**src/rtl/sha256_msg_sched_if.sv**
```systemverilog
// rtl/sha256_msg_sched_if.sv - message-block input and schedule-word output handshakes
interface sha256_msg_sched_if;
  logic         msg_valid;
  logic         msg_ready;
  logic [255:0] msg_block;
  logic         w_valid;
  logic         w_ready;
  logic [31:0]  w_data;
  logic [5:0]   w_idx;
  logic         w_last;

  // upstream buffer and compression core side
  modport master (
    output msg_valid, msg_block, w_ready,
    input  msg_ready, w_valid, w_data, w_idx, w_last
  );

  // schedule stage side
  modport slave (
    input  msg_valid, msg_block, w_ready,
    output msg_ready, w_valid, w_data, w_idx, w_last
  );
endinterface

```
**src/rtl/sha256_msg_sched.sv**
```systemverilog
// rtl/sha256_msg_sched.sv - SHA-256 message schedule for a fixed 256-bit message
module sha256_msg_sched (
  input logic             clk,
  input logic             rst,
  sha256_msg_sched_if.slave bus
);

  typedef enum logic {IDLE, RUN} state_t;

  state_t      state, state_nxt;
  logic [31:0] win [16];
  logic [5:0]  t;
  logic        take_blk;
  logic        take_word;
  logic [31:0] w_new;

  function automatic logic [31:0] sig0(input logic [31:0] x);
    return {x[6:0], x[31:7]} ^ {x[17:0], x[31:18]} ^ (x >> 3);
  endfunction

  function automatic logic [31:0] sig1(input logic [31:0] x);
    return {x[16:0], x[31:17]} ^ {x[18:0], x[31:19]} ^ (x >> 10);
  endfunction

  // Word that enters the top of the window; computed on every shift, even past round 47
  assign w_new = sig1(win[14]) + win[9] + sig0(win[1]) + win[0];

  assign bus.w_data = win[0];
  assign bus.w_idx  = t;
  assign bus.w_last = (state == RUN) && (t == 6'd63);

  // State register
  always_ff @(posedge clk) begin
    if (rst) state <= IDLE;
    else     state <= state_nxt;
  end

  // Next state and handshake outputs; outputs depend on state only
  always_comb begin
    state_nxt     = state;
    bus.msg_ready = 1'b0;
    bus.w_valid   = 1'b0;
    take_blk      = 1'b0;
    take_word     = 1'b0;
    case (state)
      IDLE: begin
        bus.msg_ready = 1'b1;
        if (bus.msg_valid) begin
          take_blk  = 1'b1;
          state_nxt = RUN;
        end
      end
      RUN: begin
        bus.w_valid = 1'b1;
        if (bus.w_ready) begin
          take_word = 1'b1;
          if (t == 6'd63) state_nxt = IDLE;
        end
      end
      default: state_nxt = IDLE;
    endcase
  end

  // Window load with padding, then shift one word per transfer; t wraps 63 -> 0
  always_ff @(posedge clk) begin
    if (rst) begin
      for (int i = 0; i < 16; i++) win[i] <= 32'h0;
      t <= 6'd0;
    end else if (take_blk) begin
      for (int i = 0; i < 8; i++) win[i] <= bus.msg_block[255-32*i -: 32];
      win[8] <= 32'h8000_0000;
      for (int i = 9; i < 15; i++) win[i] <= 32'h0;
      win[15] <= 32'h0000_0100;
      t <= 6'd0;
    end else if (take_word) begin
      for (int i = 0; i < 15; i++) win[i] <= win[i+1];
      win[15] <= w_new;
      t <= t + 6'd1;
    end
  end

endmodule

```
**src/flat_wrapper.sv**
```systemverilog
// flat-port wrapper written by rule: the top's interface ports become plain ports
module sha256_msg_sched_flat 
  (clk, rst, bus_msg_valid, bus_msg_block, bus_w_ready, bus_msg_ready, bus_w_valid, bus_w_data, bus_w_idx, bus_w_last);
  sha256_msg_sched_if bus_i ();
  input logic clk;
  input logic rst;
  input wire logic [$bits(bus_i.msg_valid)-1:0] bus_msg_valid;
  input wire logic [$bits(bus_i.msg_block)-1:0] bus_msg_block;
  input wire logic [$bits(bus_i.w_ready)-1:0] bus_w_ready;
  output wire logic [$bits(bus_i.msg_ready)-1:0] bus_msg_ready;
  output wire logic [$bits(bus_i.w_valid)-1:0] bus_w_valid;
  output wire logic [$bits(bus_i.w_data)-1:0] bus_w_data;
  output wire logic [$bits(bus_i.w_idx)-1:0] bus_w_idx;
  output wire logic [$bits(bus_i.w_last)-1:0] bus_w_last;
  assign bus_i.msg_valid = bus_msg_valid;
  assign bus_i.msg_block = bus_msg_block;
  assign bus_i.w_ready = bus_w_ready;
  assign bus_msg_ready = bus_i.msg_ready;
  assign bus_w_valid = bus_i.w_valid;
  assign bus_w_data = bus_i.w_data;
  assign bus_w_idx = bus_i.w_idx;
  assign bus_w_last = bus_i.w_last;
  sha256_msg_sched u_core (.clk(clk), .rst(rst), .bus(bus_i));
endmodule
```
**config.mk**
```make
export PLATFORM = sky130hd
export DESIGN_NAME = sha256_msg_sched_flat
export DESIGN_NICKNAME = d
export VERILOG_FILES = /design/src/rtl/sha256_msg_sched_if.sv /design/src/rtl/sha256_msg_sched.sv /design/src/flat_wrapper.sv
export SDC_FILE = /design/constraint.sdc
export NUM_CORES = 1
export LEC_CHECK = 0
export CORE_ASPECT_RATIO = 0.75
export CORE_MARGIN = 4
export CORE_UTILIZATION = 28
export DETAILED_ROUTE_END_ITERATION = 8
export PLACE_DENSITY = 0.45
export SLEW_MARGIN = 5
export SYNTH_ARGS = -nofsm -noshare
export SYNTH_HDL_FRONTEND = slang
export SYNTH_SLANG_ARGS = --single-unit
```
**constraint.sdc**
```tcl
create_clock -name clk -period 13.33 [get_ports clk]
set_input_delay 3.3325 -clock clk [delete_from_list [all_inputs] [get_ports clk]]
set_output_delay 3.3325 -clock clk [all_outputs]
set_load 0.02 [all_outputs]
```
==> flow_summary.json <==
{
  "status": "finished, final reports clean",
  "ant_nets": 0,
  "drc": 0,
  "n_fill_cell": 8387,
  "sw_frac_of_total": 0.331,
  "synthTopCellsByArea": "edfxtp_1, a22o_1, and2_1",
  "internal_power_mw": 3.46,
  "postCtsSetupBuffers": 0,
  "cap_violations": 0,
  "worstPathMaxFanout": 72,
  "grt_max_degree": 218,
  "hold_class": "flop to flop",
  "wire_per_inst_um": 23.8,
  "die_x_um": 349,
  "die_h_um": 264,
  "required_ps": 13570,
  "overflow": 0,
  "yosys.area.top_type": "edfxtp_1",
  "skew_ps": 22.0,
  "relSlewSlack": 0.231,
  "avgSynthCellArea_um2": 14.1,
  "root_buffer": "clkbuf_16",
  "synth_edf_count": 512,
  "yosysSeqAreaShare": 0.634,
  "place_congestion": 0.844,
  "dieArea_mm2": 0.0923,
  "max_freq_ghz": 0.153,
  "cpPeakStageDelay_ps": 880,
  "numCtsBuffers": 52,
  "path_buf_inv": 3,
  "synth_top_area_share": 0.628,
  "critPathSlowestCell": "buf_4",
  "p_comb_frac": 0.302,
  "clock-sinks": 519,
  "p_per_area_mw_per_mm2": 171,
  "synthFlopType": "edfxtp_1",
  "critPathLaunchType": "input pin",
  "grt_usage": 0.157,
  "p_clk_frac": 0.297,
  "ios": 301,
  "final_nets": 2332,
  "cts_tree": "done",
  "syn-cell-area_mm2": 0.0245,
  "hpwl_um": 54300,
  "path_class": "input pin to flop",
  "port_buffers": 300,
  "dr.first_iter.drc_count": 1381,
  "clockBufferDepth": 3,
  "finalCriticalPeriod_ps": 6520,
  "syn_nets": 2093,
  "critPathCaptureType": "flop",
  "row_count": 93,
  "grt_first_pass_wirelength_um": 106000,
  "hold_path_depth": 1,
  "critPathMostFrequentCell": "buf_4",
  "switching_power_mw": 1.71,
  "grt_setup_unrepaired": "no",
  "via_count": 14915,
  "worstPathArrival_ps": 6760,
  "synth-seq-cells": 519,
  "p_leak_nw": 11.4,
  "ys_warn_count": 0,
  "max-vdd-ir-drop_mv": 0.0934,
  "clkTransAtPathRegs_ps": 70,
  "path_depth": 5,
  "final_common_cell": "edfxtp_1",
  "viasPerCell": 4.72,
  "power_mw": 5.17,
  "async_flop_share": 0,
  "cts_hold_buf": 0,
  "area_growth_syn_to_layout_pct": 23.3,
  "design.core.area_mm2": 0.0863,
  "finalSetupViolCount": 0,
  "worst_slew_pin_slew_ps": 1140,
  "p_seq_frac": 0.401,
  "final.period_utilization": 0.489,
  "ctsHtreeMaxLevel": 2,
  "antenna_found_initial": 8,
  "grt_pass1_vias": 14741,
  "insertion_delay_ps": 620,
  "initial_core_util": 0.284,
  "setup_tns_ps": 0,
  "synthCells": 1739,
  "final_cell_mix": "edfxtp_1, clkdlybuf4s50_1, a22o_1",
  "slew_violations": 0,
  "drt_wl_total_um": 75200,
  "synth.distinct_cells": 51,
  "dr.pass1.iters": 6,
  "rr_worst_depth": 14,
  "drive_gt1_frac": 0.0529,
  "hold_viol": 0,
  "path_cells": "clkdlybuf4s50_1 -> nand2b_1 -> nand2b_4 -> buf_4 -> buf_4",
  "crit_family": "buffers and inverters",
  "ctsResizeCount": 0
}
power by group through the flow:
stage | clock network [mW] | registers, mW | logic (mW)
final | 1.54 | 2.07 | 1.56
after global routing | 1.65 | 2.09 | 1.71
after CTS | 1.58 | 2.08 | 1.55
after detailed placement | 0 | 2.11 | 1.54
after global placement | 0 | 2.11 | 1.53
after floorplan | 0 | 2.06 | 1.10
flip-flops by register name (all words and copies together) (netlist names):
| name | flops |
|---|---|
| u_core.bus.w_idx | 6 |
| u_core.state | 1 |
| u_core.win | 512 |
final cells by class:
class                   count  area [um2]  area share
flip-flops and latches    519       15500       0.514
clock inverters            36         412      0.0136
multi-input cells         960        7890       0.261
well taps                1140        1430      0.0472
inverters                 131         492      0.0163
clock buffers              61        1340      0.0442
repair buffers            314        3120       0.103
diodes                      1        2.50   0.0000829
final timing paths:
check | to | slack [ps] | startpoint
setup / recovery | u_core.win[0][481] | 6810 | rst
hold / removal | u_core.win[0][466] | 510 | u_core.win[0][498]
setup reg to reg | u_core.win[0][509] | 8390 | u_core.win[0][466]
hold reg to reg | u_core.win[0][466] | 510 | u_core.win[0][498]
routing by layer:
layer	global-route usage	part of all wire	up-vias
met5	0	0	-
met4	0.0260	0.012	0
met3	0.0359	0.082	65
met2	0.228	0.43	529
met1	0.242	0.48	7563
li1	-	-	6758
through the flow:
step	hold slack (ps)	area [um2]	util	setup WS (ps)	std cells
2_1_floorplan	497	24500	-	2810	1739
3_3_place_gp	499	28400	0.329	6210	3064
3_5_place_dp	501	28400	0.329	6130	3064
4_1_cts	507	30200	0.350	6790	3161
5_1_grt	519	30200	0.350	6550	3162
6_report	508	30200	0.350	6810	3162
Yosys cell counts, types with 2 or more instances:
cell type	instances
buf_6	2
o21ai_2	2
a21oi_2	4
xnor2_1	119
edfxtp_1	512
buf_2	3
o21ai_0	8
o21ai_1	4
o21bai_1	8
a31oi_1	3
a21oi_1	38
and4_1	4
nor3b_1	4
a22o_1	256
and2_1	205
xor2_1	28
buf_4	32
a211oi_1	4
o21a_1	4
nor2_1	74
inv_1	131
clkbuf_1	89
nand4_1	13
o31ai_1	3
o211ai_1	2
fa_1	62
nand2b_1	7
a21o_1	11
buf_1	3
nand2_1	27
ha_1	32
nand3_1	13
nor2b_1	2
or3_1	3
dfxtp_1	7
nor3_1	5
cells by family after synthesis:
logic type               share of synthesized area
buffers and inverters                       0.0455
AO/OA/AOI/OAI                                0.119
adder cells (fa/ha/maj)                     0.0670
XOR/XNOR                                    0.0526
AND/OR/NAND/NOR                             0.0827
flip-flops                                   0.634
No activity file was read; power rests on OpenSTA's default activity.
